<file path="config.mk">
export PLATFORM = sky130hd
export DESIGN_NAME = pid_seq_flat
export DESIGN_NICKNAME = d
export VERILOG_FILES = /design/src/rtl/pid_if.sv /design/src/rtl/pid_seq.sv /design/src/flat_wrapper.sv
export SDC_FILE = /design/constraint.sdc
export NUM_CORES = 1
export LEC_CHECK = 0
export BUFFER_PORTS_ARGS = -buffer_cell sky130_fd_sc_hd__clkbuf_2
export CAP_MARGIN = 20
export CORE_MARGIN = 2
export CORE_UTILIZATION = 35
export CTS_CLUSTER_SIZE = 10
export DETAILED_ROUTE_END_ITERATION = 6
export PLACE_DENSITY = 0.53
export SYNTH_ARGS = -nofsm -noshare
export SYNTH_HDL_FRONTEND = slang
export SYNTH_SLANG_ARGS = --single-unit
</file>
<file path="constraint.sdc">
create_clock -name clk -period 3.3 [get_ports clk]
set_clock_uncertainty 0.15 [all_clocks]
set_input_delay 0 -clock clk [delete_from_list [all_inputs] [get_ports clk]]
set_output_delay 0 -clock clk [all_outputs]
set_load 0.01 [all_outputs]
</file>
<file path="src/rtl/pid_if.sv">
// Sample-in / PID-out bus for the heading PID sequencer.
// master: sensor + integrator side (drives heading sample and I_term)
// slave : pid_seq (returns err_sat/err_vld, PID/pid_vld, busy, ovr)
interface pid_if;
  logic               hdng_vld;
  logic signed [11:0] heading;
  logic signed [11:0] dsrd_hdng;
  logic               moving;
  logic signed [8:0]  I_term;
  logic signed [9:0]  err_sat;
  logic               err_vld;
  logic signed [13:0] PID;
  logic               pid_vld;
  logic               busy;
  logic               ovr;

  modport master (
    output hdng_vld, heading, dsrd_hdng, moving, I_term,
    input  err_sat, err_vld, PID, pid_vld, busy, ovr
  );

  modport slave (
    input  hdng_vld, heading, dsrd_hdng, moving, I_term,
    output err_sat, err_vld, PID, pid_vld, busy, ovr
  );
endinterface

</file>
<file path="src/rtl/pid_seq.sv">
// Per-sample heading PID sequencer: forms and saturates the heading error,
// pulses err_vld (decimated) to the integrator, builds P and D terms and sums
// P + I + D on one shared accumulator into a saturated, registered PID word.
// Ports: clk, rst_n (async active-low), bus (pid_if.slave: sample in,
//        err_sat/err_vld, PID/pid_vld, busy, sticky ovr out).
module pid_seq #(
  parameter int unsigned I_DECIM = 4,
  parameter int unsigned D_DEPTH = 2,
  parameter int unsigned P_COEFF = 3,
  parameter int unsigned D_COEFF = 2
) (
  input  logic  clk,
  input  logic  rst_n,
  pid_if.slave  bus
);

  localparam int unsigned HW    = 12;
  localparam int unsigned EW    = 10;
  localparam int unsigned DW    = 7;
  localparam int unsigned TW    = 12;
  localparam int unsigned AW    = 15;
  localparam int unsigned PW    = 14;
  localparam int unsigned CNT_W = (I_DECIM > 1) ? $clog2(I_DECIM) : 1;
  localparam logic [CNT_W-1:0] CNT_LAST = CNT_W'(I_DECIM - 1);

  typedef enum logic [2:0] {
    S_IDLE, S_ERR, S_DIFF, S_ACC_P, S_ACC_I, S_ACC_D
  } state_t;

  state_t state_q, state_d;

  logic                    ld_c, do_err_c, do_diff_c, do_accp_c, do_acci_c, do_accd_c;
  logic                    ovr_set_c;

  logic signed [HW-1:0]    hdng_q, dsrd_q;
  logic                    mv_q;
  logic [CNT_W-1:0]        dec_cnt_q;
  logic signed [EW-1:0]    hist_q [D_DEPTH];
  logic signed [TW-1:0]    d_term_q;
  logic signed [AW-1:0]    acc_q;

  logic signed [EW-1:0]    err_sat_q;
  logic                    err_vld_q;
  logic signed [PW-1:0]    pid_q;
  logic                    pid_vld_q;
  logic                    busy_q;
  logic                    ovr_q;

  logic signed [HW:0]      err_c;
  logic signed [EW:0]      diff_c;
  logic signed [DW-1:0]    d_sat_c;
  logic signed [TW-1:0]    d_term_c;
  logic signed [AW-1:0]    p_c, sum_i_c, sum_d_c;

  function automatic logic signed [EW-1:0] sat_err(input logic signed [HW:0] v);
    if (v > 13'sd511)       return 10'sd511;
    else if (v < -13'sd512) return -10'sd512;
    else                    return $signed(v[EW-1:0]);
  endfunction

  function automatic logic signed [PW-1:0] sat_pid(input logic signed [AW-1:0] v);
    if (v > 15'sd8191)       return 14'sd8191;
    else if (v < -15'sd8192) return -14'sd8192;
    else                     return $signed(v[PW-1:0]);
  endfunction

  // Datapath arithmetic shared by the sequence steps
  always_comb begin
    err_c  = {hdng_q[HW-1], hdng_q} - {dsrd_q[HW-1], dsrd_q};
    diff_c = {err_sat_q[EW-1], err_sat_q} - {hist_q[D_DEPTH-1][EW-1], hist_q[D_DEPTH-1]};
    if (diff_c > 11'sd63)       d_sat_c = 7'sd63;
    else if (diff_c < -11'sd64) d_sat_c = -7'sd64;
    else                        d_sat_c = $signed(diff_c[DW-1:0]);
    d_term_c = TW'(d_sat_c) * $signed(TW'(D_COEFF));
    p_c      = AW'(err_sat_q) * $signed(AW'(P_COEFF));
    sum_i_c  = acc_q + AW'(bus.I_term);
    sum_d_c  = acc_q + AW'(d_term_q);
  end

  // State register
  always_ff @(posedge clk or negedge rst_n) begin
    if (!rst_n) state_q <= S_IDLE;
    else        state_q <= state_d;
  end

  // Next-state logic
  always_comb begin
    state_d = state_q;
    case (state_q)
      S_IDLE:  if (bus.hdng_vld) state_d = S_ERR;
      S_ERR:   state_d = S_DIFF;
      S_DIFF:  state_d = S_ACC_P;
      S_ACC_P: state_d = S_ACC_I;
      S_ACC_I: state_d = S_ACC_D;
      S_ACC_D: state_d = S_IDLE;
      default: state_d = S_IDLE;
    endcase
  end

  // Per-state datapath enables
  always_comb begin
    ld_c      = 1'b0;
    do_err_c  = 1'b0;
    do_diff_c = 1'b0;
    do_accp_c = 1'b0;
    do_acci_c = 1'b0;
    do_accd_c = 1'b0;
    ovr_set_c = 1'b0;
    case (state_q)
      S_IDLE:  ld_c      = bus.hdng_vld;
      S_ERR:   do_err_c  = 1'b1;
      S_DIFF:  do_diff_c = 1'b1;
      S_ACC_P: do_accp_c = 1'b1;
      S_ACC_I: do_acci_c = 1'b1;
      S_ACC_D: do_accd_c = 1'b1;
      default: ;
    endcase
    // A sample arriving mid-sequence is dropped but remembered
    if (state_q != S_IDLE && bus.hdng_vld) ovr_set_c = 1'b1;
  end

  // Datapath and registered outputs
  always_ff @(posedge clk or negedge rst_n) begin
    if (!rst_n) begin
      hdng_q    <= '0;
      dsrd_q    <= '0;
      mv_q      <= 1'b0;
      dec_cnt_q <= '0;
      for (int i = 0; i < int'(D_DEPTH); i++) hist_q[i] <= '0;
      d_term_q  <= '0;
      acc_q     <= '0;
      err_sat_q <= '0;
      err_vld_q <= 1'b0;
      pid_q     <= '0;
      pid_vld_q <= 1'b0;
      busy_q    <= 1'b0;
      ovr_q     <= 1'b0;
    end else begin
      err_vld_q <= 1'b0;
      pid_vld_q <= 1'b0;
      busy_q    <= (state_d != S_IDLE);
      if (ovr_set_c) ovr_q <= 1'b1;
      if (ld_c) begin
        hdng_q <= bus.heading;
        dsrd_q <= bus.dsrd_hdng;
        mv_q   <= bus.moving;
      end
      if (do_err_c) begin
        err_sat_q <= sat_err(err_c);
        if (!mv_q) begin
          dec_cnt_q <= '0;
        end else if (dec_cnt_q == CNT_LAST) begin
          err_vld_q <= 1'b1;
          dec_cnt_q <= '0;
        end else begin
          dec_cnt_q <= dec_cnt_q + CNT_W'(1);
        end
      end
      if (do_diff_c) begin
        // Stationary samples wipe the history so D restarts cleanly
        if (mv_q) begin
          d_term_q  <= d_term_c;
          hist_q[0] <= err_sat_q;
          for (int i = 1; i < int'(D_DEPTH); i++) hist_q[i] <= hist_q[i-1];
        end else begin
          d_term_q <= '0;
          for (int i = 0; i < int'(D_DEPTH); i++) hist_q[i] <= '0;
        end
      end
      if (do_accp_c) acc_q <= p_c;
      if (do_acci_c) acc_q <= sum_i_c;
      if (do_accd_c) begin
        pid_q     <= sat_pid(sum_d_c);
        pid_vld_q <= 1'b1;
      end
    end
  end

  assign bus.err_sat = err_sat_q;
  assign bus.err_vld = err_vld_q;
  assign bus.PID     = pid_q;
  assign bus.pid_vld = pid_vld_q;
  assign bus.busy    = busy_q;
  assign bus.ovr     = ovr_q;

endmodule

</file>
<file path="src/flat_wrapper.sv">
// flat-port wrapper written by rule: the top's interface ports become plain ports
module pid_seq_flat 
#(
  parameter int unsigned I_DECIM = 4,
  parameter int unsigned D_DEPTH = 2,
  parameter int unsigned P_COEFF = 3,
  parameter int unsigned D_COEFF = 2
)
  (clk, rst_n, bus_hdng_vld, bus_heading, bus_dsrd_hdng, bus_moving, bus_I_term, bus_err_sat, bus_err_vld, bus_PID, bus_pid_vld, bus_busy, bus_ovr);
  pid_if bus_i ();
  input  logic clk;
  input  logic rst_n;
  input wire logic [$bits(bus_i.hdng_vld)-1:0] bus_hdng_vld;
  input wire logic [$bits(bus_i.heading)-1:0] bus_heading;
  input wire logic [$bits(bus_i.dsrd_hdng)-1:0] bus_dsrd_hdng;
  input wire logic [$bits(bus_i.moving)-1:0] bus_moving;
  input wire logic [$bits(bus_i.I_term)-1:0] bus_I_term;
  output wire logic [$bits(bus_i.err_sat)-1:0] bus_err_sat;
  output wire logic [$bits(bus_i.err_vld)-1:0] bus_err_vld;
  output wire logic [$bits(bus_i.PID)-1:0] bus_PID;
  output wire logic [$bits(bus_i.pid_vld)-1:0] bus_pid_vld;
  output wire logic [$bits(bus_i.busy)-1:0] bus_busy;
  output wire logic [$bits(bus_i.ovr)-1:0] bus_ovr;
  assign bus_i.hdng_vld = bus_hdng_vld;
  assign bus_i.heading = bus_heading;
  assign bus_i.dsrd_hdng = bus_dsrd_hdng;
  assign bus_i.moving = bus_moving;
  assign bus_i.I_term = bus_I_term;
  assign bus_err_sat = bus_i.err_sat;
  assign bus_err_vld = bus_i.err_vld;
  assign bus_PID = bus_i.PID;
  assign bus_pid_vld = bus_i.pid_vld;
  assign bus_busy = bus_i.busy;
  assign bus_ovr = bus_i.ovr;
  pid_seq #(.I_DECIM(I_DECIM), .D_DEPTH(D_DEPTH), .P_COEFF(P_COEFF), .D_COEFF(D_COEFF)) u_core (.clk(clk), .rst_n(rst_n), .bus(bus_i));
endmodule
</file>
== Yosys cells after proc, flatten, opt, wreduce, memory -nomap -nowiden ==
Cells that the tools add are included.

* Flip-flop bits (word level): 105
* Input port bits: 37
* Output and inout port bits: 28
* Logic and storage cells: 63

* Add/sub/neg operators: 5
* $mul: 1
* Order comparisons: 6
* Equal/unequal tests: 6
* Muxes and demuxes: 25
* Reductions and logical operators: 5

{| class="wikitable"
|+ Operators by type and width
! cell !! number
|-
| 15-bit two-way mux || 2
|-
| 14-bit two-way mux || 2
|-
| 10-bit two-way mux || 2
|-
| 20-bit two-way mux || 1
|-
| 15-bit by 12-bit adder with 15-bit output || 1
|-
| 15-bit by 9-bit adder with 15-bit output || 1
|-
| 15-bit by 14-bit greater-than comparator with 1-bit output (second input constant) || 1
|-
| 15-bit by 14-bit < comparator with 1-bit output (second input constant) || 1
|-
| 3-bit one-hot mux with 5 select lines || 1
|-
| 7-bit two-way mux || 2
|-
| 13-bit by 10-bit greater-than comparator with 1-bit output (second input constant) || 1
|-
| 13-bit by 10-bit < comparator with 1-bit output (second input constant) || 1
|-
| 10-bit by 3-bit multiplier with 13-bit output (second input constant) || 1
|-
| 12-bit by 12-bit subtractor with 13-bit output || 1
|-
| 12-bit two-way mux || 1
|-
| 11-bit by 7-bit greater-than comparator with 1-bit output (second input constant) || 1
|-
| 11-bit by 7-bit < comparator with 1-bit output (second input constant) || 1
|-
| 1-bit two-way mux || 11
|-
| 10-bit by 10-bit subtractor with 11-bit output || 1
|-
| 3-bit by 2-bit == test with 1-bit output (second input constant) || 2
|-
| 3-bit == test (second input constant) || 2
|-
| 3-bit nonzero test || 2
|-
| 2-bit two-way mux || 2
|-
| 3-bit by 1-bit == test with 1-bit output (second input constant) || 1
|-
| 6 further kinds || 6
|}

== Longest topological paths before layout ==
Gate-level depths: netlist of the first run.

* Word-level depth: 5
* Gate-level depth with buffers: 13

== Worst setup path after synthesis of the first run ==
Ideal clock, no wire load.

* Path kind: reg2reg
* Start: register u_core.hdng_q[0]
* End: register u_core.err_sat_q[2], in the netlist u_core.bus.err_sat[2]
* Library setup time: 0.126 ns
* Arrival: 2.756 ns
* Required time: 3.024 ns
* Slack: 0.268 ns
* Cell stages (with the launch flop): 13
* Cells stage by stage: dfrtp_1 inv_1 ha_1 inv_1 fa_1 a211oi_2 o21ai_1 a2111o_1 a311oi_1 nor3_1 a31oi_1 nor2_2 a221o_1

* Word-level cells in the longest chain between the ends: 4

{| class="wikitable"
|+ RTL lines
! item !! RTL line !! text
|-
| from (decl) || pid_seq.sv:35 || <nowiki>logic signed [HW-1:0] hdng_q, dsrd_q;</nowiki>
|-
| from (signal assigned) || pid_seq.sv:144 || <nowiki>hdng_q <= bus.heading;</nowiki>
|-
| 12-bit by 12-bit subtractor with 13-bit output (*) || pid_seq.sv:69 || <nowiki>err_c = {hdng_q[HW-1], hdng_q} - {dsrd_q[HW-1], dsrd_q};</nowiki>
|-
| 13-bit by 10-bit < comparator with 1-bit output || pid_seq.sv:57 || <nowiki>else if (v < -13'sd512) return -10'sd512;</nowiki>
|-
| 10-bit two-way mux || pid_seq.sv:57 ||
|-
| 10-bit two-way mux (*) || pid_seq.sv:56 || <nowiki>if (v > 13'sd511) return 10'sd511;</nowiki>
|-
| to (signal assigned) || pid_seq.sv:149 || <nowiki>err_sat_q <= sat_err(err_c);</nowiki>
|-
| to (decl) || pid_seq.sv:42 || <nowiki>logic signed [EW-1:0] err_sat_q;</nowiki>
|}

Mark *: on every way between the ends. The rest lies on a longest branch, timed or not.
A chain may end at the register's enable or synchronous reset.

== Worst setup path after layout of the first run ==
* Start: register u_core.hdng_q[0]
* End: register u_core.err_sat_q[5], in the netlist u_core.bus.err_sat[5]

Same word-level chain as after synthesis.

==> results.toml, run 1 <==
[pwr]
total_leakage_power_nw = 3.62
irDropWorstVdd_v = 0.000544
power.density_mw_per_mm2 = 1230
finalPower_w = 0.00995

[final_layout]
drive_above_1_share = 0.149
nFillCells = 1881
fin_cells = 1110
antenna_cells = 0
fin_nets = 954
area_growth_pct = 19.1

[clock_tree]
clkLatencyLatePin_ns = 0.36
ctsLongestPathBuffers = 2
htreeDepth = 3
cts.sinks = 100
cts.clk_slew.worst_paths_ns = 0.08
post-cts-setup-buffer-count = 0
cts_inserted_buffers = 9
cts_tree = "built"
cts-root-buf = "clkbuf_16"

[drt]
firstDrtPassIters = 5
routed_wl_microns = 16300
wl_per_cell_microns = 14.7
drcViolationCount = 0
drt_iter0_drc = 371
vias = 5678
ant_nets = 0
vias_per_cell = 5.12

[floorplan]
fp-row-count = 50
die-area_sq_mm = 0.0205
start_util = 0.360
die_h_microns = 143
core_sq_mm = 0.0188
io_pins = 65
chipWidth_microns = 143

[sta]
setup_viol = 0
tns_ns = 0
whs_ns = 0.0180
hold_violations = 0
drv_slew = 0
post-route-period-util = 0.942
clock.fmax_ghz = 0.322
tightestPinTransition_ns = 0.806
slew-limit-headroom = 0.463
finalCriticalPeriod_ns = 3.11
rsz0062_at_grt = "yes"

[synth]
syn_area_sq_mm = 0.00677
ys_top_cells_by_area = "dfrtp_1 37%, ha_1 12%, nand2_1 5.5%"
ys_top_cells_by_count = "100 x dfrtp_1, 100 x nand2_1, 67 x ha_1, 57 x nor2_1, 55 x o21ai_0"
synth_top_cell_by_area = "dfrtp_1"
yosysSeqAreaShare = 0.370
yosys_warnings = 0
synth_cell_type_count = 64
synthFlopType = "dfrtp_1"
netlist.area_leader.share = 0.370
synthArstFlopShare = 1.00
synth.avg_cell_area_sq_um = 9.02
synth_nets = 860
ys_seq_elements = 100
netlist_instances = 751
synth-edff-count = 0

[grt]
grt_max_degree = 62
grt_pass1_vias = 5452
grt_overflow_total = 0
antenna_found_initial = 0
grt_pass1_wl_microns = 27300
grt_use_total = 0.167

[critical_path]
crit_fanout = 9
startpoint_type = "register"
rr_worst_depth = 11
worstSetupPathType = "register to register"
worst_setup_path_end_kind = "register"
r2r-end = "u_core.bus.err_sat[5]"
r2r_setup_slack_ns = 0.19
cp-startpoint = "u_core.hdng_q[0]"
cp.required_ns = 3.40
rr_startpoint = "u_core.hdng_q[0]"
crit_arrival_ns = 3.21

[min_path]
min_from = "bus_I_term[7]"
min_to = "u_core.acc_q[7]"
hp-class = "primary input to register"
hold_depth = 4

[placed_design]
dp_cells = 1066
place_congestion = 0.831
port-buffer-count = 64
place_hpwl_microns = 12300

[job]
max-cap-violations = 0

[outcome]
status = "finished clean"
==> per-layer routing <==
metal | part of all wire | up-vias | routed length (microns) | global-route usage
met5 | 0 | - | 0 | 0
met4 | 0.0084 | 0 | 136 | 0.0334
met3 | 0.033 | 12 | 540 | 0.0325
met2 | 0.47 | 86 | 7590 | 0.280
met1 | 0.49 | 2675 | 8010 | 0.224
li1 | - | 2905 | - | -
==> cells by family (layout without fill, tap and decap cells) <==
family | after synthesis | count (layout) | share of synthesized area
AND/OR/NAND/NOR | 240 | 240 | 0.160
multiplexers | 16 | 16 | 0.0261
AO/OA/AOI/OAI | 211 | 211 | 0.210
XOR/XNOR | 44 | 44 | 0.0569
buffers and inverters | 68 | 167 | 0.0388
adder cells (fa/ha/maj) | 72 | 72 | 0.139
flip-flops | 100 | 100 | 0.370
==> cell type report <==
type | instances | area, sq um | area share
sequential | 100 | 2500 | 0.310
clock inverter | 7 | 81.3 | 0.0101
timing repair buffer | 111 | 746 | 0.0925
inverter | 40 | 150 | 0.0186
tap | 260 | 325 | 0.0403
multi-input combinational | 583 | 4040 | 0.500
clock buffer | 9 | 225 | 0.0279
==> registers in the layout (all words and copies together), names as in the netlist, 3 cells and up <==
register / count
u_core.hist_q: 20
u_core.acc_q: 15
u_core.bus.PID: 14
u_core.dsrd_q: 12
u_core.hdng_q: 12
u_core.bus.err_sat: 10
u_core.d_term_q: 7
u_core.state_q: 3
==> layout by cell type, fill, tap and decap left out, drive strengths merged, types with 13 or more instances in the layout <==
cell	count
a211oi	24
a21oi	42
buf	20
clkbuf	72
dfrtp	100
dlygate4sd3	28
ha	67
inv	43
mux2	13
nand2	100
nand3	17
nor2	58
nor3	17
o21ai	56
xnor2	29
xor2	15
==> worst max-delay path, cell delays in order, from the launching register on <==
cell,delay (ns)
dfrtp_1,0.36
inv_1,0.07
ha_1,0.16
inv_1,0.06
fa_2,0.36
a211oi_2,0.21
o21ai_1,0.14
a2111o_1,0.43
a31oi_2,0.20
xnor2_1,0.10
o311a_1,0.45
a221o_1,0.30
==> through the flow <==
stage	setup slack, ns	cell area, sq um	utilization
2_1_floorplan	0.268	6770	-
3_3_place_gp	0.203	7460	0.396
3_5_place_dp	0.156	7460	0.396
4_1_cts	0.138	8040	0.427
5_1_grt	-0.000646	8070	0.428
6_report	0.193	8070	0.428
==> worst max-delay path by stage <==
stage                                  endpoint  slack [ns]
after detailed placement  u_core.bus.err_sat[5]        0.16
after global routing      u_core.bus.err_sat[7]     -0.0006
after floorplan           u_core.bus.err_sat[2]        0.27
final                     u_core.bus.err_sat[5]        0.19
after global placement    u_core.bus.err_sat[7]        0.20
after CTS                 u_core.bus.err_sat[5]        0.14
==> power by group <==
group          leakage (nW)  internal, W  switching, W
Combinational          2.24      0.00289       0.00366
Sequential             1.22      0.00182      0.000506
Clock                 0.150     0.000541      0.000534
Total                  3.62      0.00525       0.00470
==> what timing repair did <==
action | in CTS | in global routing
endpoints found under the hold margin | 87 | 0
setup endpoints to repair | 0 | 14
hold buffers | 28 | 0
resized for setup | 0 | 5
Power figures use the tool's default switching activity.
==> inputs of run 2 (changes only) <==
- CORE_UTILIZATION: 35 -> 55
- PLACE_DENSITY: 0.53 -> 0.76
==> run 2 against run 1 <==
Via count grew 4.5%. Cell count down 10%. Final area down 0.82%. Critical path type unchanged.
==> results.toml, run 2 (synthesis gave the netlist of run 1 again) <==
[placed_design]
place_congestion = 0.867
port-buffer-count = 64
place_hpwl_microns = 12000
place_area_sq_mm = 0.00729
dp_cells = 950

[sta]
clock.fmax_ghz = 0.313
hold_violations = 0
whs_ns = 0.0172
post-route-period-util = 0.968
tightestPinTransition_ns = 0.820
finalCriticalPeriod_ns = 3.20
tns_ns = 0
drv_slew = 0
setup_viol = 0
slew-limit-headroom = 0.452

[critical_path]
worst_setup_path_end_kind = "register"
crit_arrival_ns = 3.30
r2r_setup_slack_ns = 0.10
cp-startpoint = "u_core.hdng_q[0]"
crit_fanout = 6
rr_worst_depth = 12
startpoint_type = "register"
rr_startpoint = "u_core.hdng_q[0]"
worstSetupPathType = "register to register"
cp.required_ns = 3.40
r2r-end = "u_core.bus.err_sat[7]"
critPathCapture = "u_core.bus.err_sat[7]"

[floorplan]
chipWidth_microns = 115
io_pins = 65
die_h_microns = 115
die-area_sq_mm = 0.0132
start_util = 0.564
fp-row-count = 40
core_sq_mm = 0.0120

[final_layout]
area_growth_pct = 18.1
fin_nets = 956
final_cell_mix = "100 x nand2_1, 100 x dfrtp_1, 66 x ha_1"
layout.cell_area.non_filler_sq_mm = 0.00800
fin_cells = 999
drive_above_1_share = 0.158
regMostFlops = "u_core.hist_q"
antenna_cells = 0
largest_reg_flops = 20

[drt]
ant_nets = 0
firstDrtPassIters = 5
drt_iter0_drc = 344
wl_per_cell_microns = 16.4
drcViolationCount = 0
vias = 5933
vias_per_cell = 5.94
routed_wl_microns = 16400

[min_path]
hp-class = "primary input to register"
hold_depth = 4

[clock_tree]
cts.clk_slew.worst_paths_ns = 0.07
cts.sinks = 100
ctsLongestPathBuffers = 2
cts-root-buf = "clkbuf_16"
clkLatencyLatePin_ns = 0.36
cts_tree = "built"
htreeDepth = 3
cts_inserted_buffers = 9

[grt]
antenna_found_initial = 0
grt_pass1_vias = 5724
grt_use_total = 0.253
grt_max_degree = 54
grt_pass1_wl_microns = 26600
grt_overflow_total = 0

[outcome]
status = "finished clean"

[job]
max-cap-violations = 0
## run 2: cell count changes in the layout (fill, tap and decap cells not counted), sizes merged
cell / before / now
bufinv: 0 / 1
buf: 20 / 22
clkbuf: 72 / 73
clkinv: 4 / 2
## run 2: layer usage
layer,GRT usage,vias up,part of all wire
met5,0,-,0
met4,0.0908,0,0.028
met3,0.0496,37,0.042
met2,0.454,154,0.50
met1,0.303,2832,0.43
li1,-,2910,-
## run 2: timing repair
item,in CTS,in global routing
setup buffers,0,5
hold buffers,28,0
gates resized for setup,0,14
endpoints found under the setup margin,0,23
hold endpoints to repair,79,0
## run 2: cell type report
type	instances	area (sq um)
clock buffer	10	239
clock inverter	6	78.8
fill	946	4010
inverter	40	150
multi-input combinational	583	4080
sequential	100	2500
tap	147	184
timing repair buffer	113	761
## run 2: worst min-delay path by stage
stage / from / end
2_1_floorplan: rst_n / u_core.acc_q[0]
3_5_place_dp: rst_n / u_core.acc_q[11]
3_3_place_gp: rst_n / u_core.acc_q[11]
6_report: bus_I_term[8] / u_core.acc_q[14]
4_1_cts: bus_I_term[8] / u_core.acc_q[14]
5_1_grt: bus_I_term[8] / u_core.acc_q[14]
## run 2: through the flow
stage	worst slack (ns)	utilization
final	0.104	0.666
after global routing	-0.0540	0.666
after CTS	0.116	0.657
after detailed placement	0.134	0.607
after global placement	0.234	0.607
after floorplan	0.268	-
## run 2: worst max-delay path, cell delays in order, from the launching register on
cell	delay, ns
dfrtp_1	0.37
inv_2	0.08
ha_4	0.14
inv_2	0.04
fa_2	0.41
a211oi_4	0.28
o21ai_2	0.09
a2111o_1	0.47
a311oi_2	0.31
nor3_2	0.09
a31oi_2	0.25
nor2_4	0.09
a221o_1	0.32
Power of run 2 is left out: the tool's default activity adds up to more than one toggle a clock period on the data nets, which glitch-free logic cannot reach.
==> inputs of run 3 (changes only) <==
- REMOVE_ABC_BUFFERS: not set -> 1
==> run 3 against run 2 <==
Global-route usage decreased by 0.75 points. Via count decreased by 1.8%. Non-clock buffer count decreased by 5. Wire length decreased by 3.8%. Setup slack got worse by 0.013 ns. Register-to-register slack about the same. Critical path depth unchanged. Sequential share of layout area increased by 0.49 points. Core utilization decreased by 1.0 points. First-iteration DRC count decreased by 3.5%. Hold slack improved by 0.0059 ns. Critical endpoint is now u_core.bus.err_sat[6].
==> results.toml, run 3 (synthesis gave the netlist of run 1 again) <==
[grt]
antenna_found_initial = 0
grt_overflow_total = 0
grt_use_total = 0.246
grt_pass1_wl_microns = 25900
grt_max_degree = 63
grt_pass1_vias = 5531

[drt]
drcViolationCount = 0
vias = 5826
vias_per_cell = 5.86
drt_iter0_drc = 332
ant_nets = 0
wl_per_cell_microns = 15.9
routed_wl_microns = 15800
firstDrtPassIters = 5

[sta]
slew-limit-headroom = 0.447
setup_viol = 0
finalCriticalPeriod_ns = 3.21
post-route-period-util = 0.972
tightestPinTransition_ns = 0.830
clock.fmax_ghz = 0.312
drv_slew = 0
hold_violations = 0

[final_layout]
fin_cells = 994
drive_above_1_share = 0.146
largest_reg_flops = 20
antenna_cells = 0
nFillCells = 985
regMostFlops = "u_core.hist_q"
final_cell_mix = "100 x nand2_1, 100 x dfrtp_1, 67 x ha_1"
area_growth_pct = 16.3
multi_input_area_sq_mm = 0.00403
fin_nets = 951
seq_area_sq_mm = 0.00250

[critical_path]
worst_setup_path_end_kind = "register"
crit_arrival_ns = 3.29
crit_fanout = 6
cp.required_ns = 3.38
worstSetupPathType = "register to register"
startpoint_type = "register"

[clock_tree]
clkLatencyLatePin_ns = 0.36
cts_tree = "built"
cts.clk_slew.worst_paths_ns = 0.07
cts_inserted_buffers = 9
htreeDepth = 3
cts-root-buf = "clkbuf_16"
ctsLongestPathBuffers = 2
cts.sinks = 100

[placed_design]
place_congestion = 0.840
place_hpwl_microns = 11800
port-buffer-count = 64
dp_cells = 949

[floorplan]
die-area_sq_mm = 0.0132
fp-row-count = 40
die_h_microns = 115
core_sq_mm = 0.0120
start_util = 0.564
io_pins = 65
chipWidth_microns = 115

[job]
max-cap-violations = 0

[min_path]
hp-class = "primary input to register"

[outcome]
status = "finished clean"
run 3: cell type report:
cell class,count,share of cell area
Timing Repair Buffer,108,0.0918
Clock inverter,7,0.00763
Tap cell,147,0.0234
Multi-Input combinational cell,583,0.512
Inverter,40,0.0191
Clock buffer,9,0.0286
Sequential cell,100,0.318
run 3: what timing repair did:
item	CTS	global route
endpoints found under the hold margin	88	0
setup buffers	0	1
endpoints found under the setup margin	0	12
hold buffers	28	0
resized for setup	0	5
run 3: worst max-delay path: stages, from the launching register on:
cell and delay, ns:
dfrtp_1 0.36, inv_1 0.08, ha_1 0.16, inv_1 0.05, fa_2 0.36, a211oi_2 0.31
o21ai_2 0.12, a2111o_1 0.42, a311oi_1 0.28, nor3_1 0.12, a31oi_1 0.22, nor2_2 0.11
a221o_1 0.33
run 3: metrics by stage:
stage	setup WS, ns	TNS [ns]	util	hold slack, ns	area [sq um]
final	0.0914	0	0.656	0.0232	7880
after global routing	-0.0229	-0.0566	0.656	0.0662	7880
after CTS	0.0822	0	0.654	0.0163	7850
after detailed placement	0.111	0	0.606	-0.00978	7280
after global placement	0.233	0	0.606	-0.0327	7280
after floorplan	-1.01	-23.27	-	-0.446	6660
run 3: path summary, 6_finish.rpt:
kind	slack [ns]	cells past startpoint	startpoint	endpoint
min in group asynchronous	0.10	2	rst_n	u_core.bus.PID[11]
worst min register to register	0.33	1	u_core.bus.ovr	u_core.bus.ovr
worst max-delay path	0.09	12	u_core.hdng_q[0]	u_core.bus.err_sat[6]
max in group asynchronous	2.06	3	rst_n	u_core.bus.PID[8]
worst min-delay path	0.02	4	bus_I_term[8]	u_core.acc_q[14]
worst max register to register	0.09	12	u_core.hdng_q[0]	u_core.bus.err_sat[6]
run 3: routing by layer:
| layer | GRT usage | vias to the layer above | share of wire |
|---|---|---|---|
| met5 | 0 | - | 0 |
| met4 | 0.100 | 0 | 0.027 |
| met3 | 0.0380 | 30 | 0.041 |
| met2 | 0.439 | 169 | 0.50 |
| met1 | 0.296 | 2730 | 0.44 |
| li1 | - | 2897 | - |
Power of run 3 is left out for the same reason.
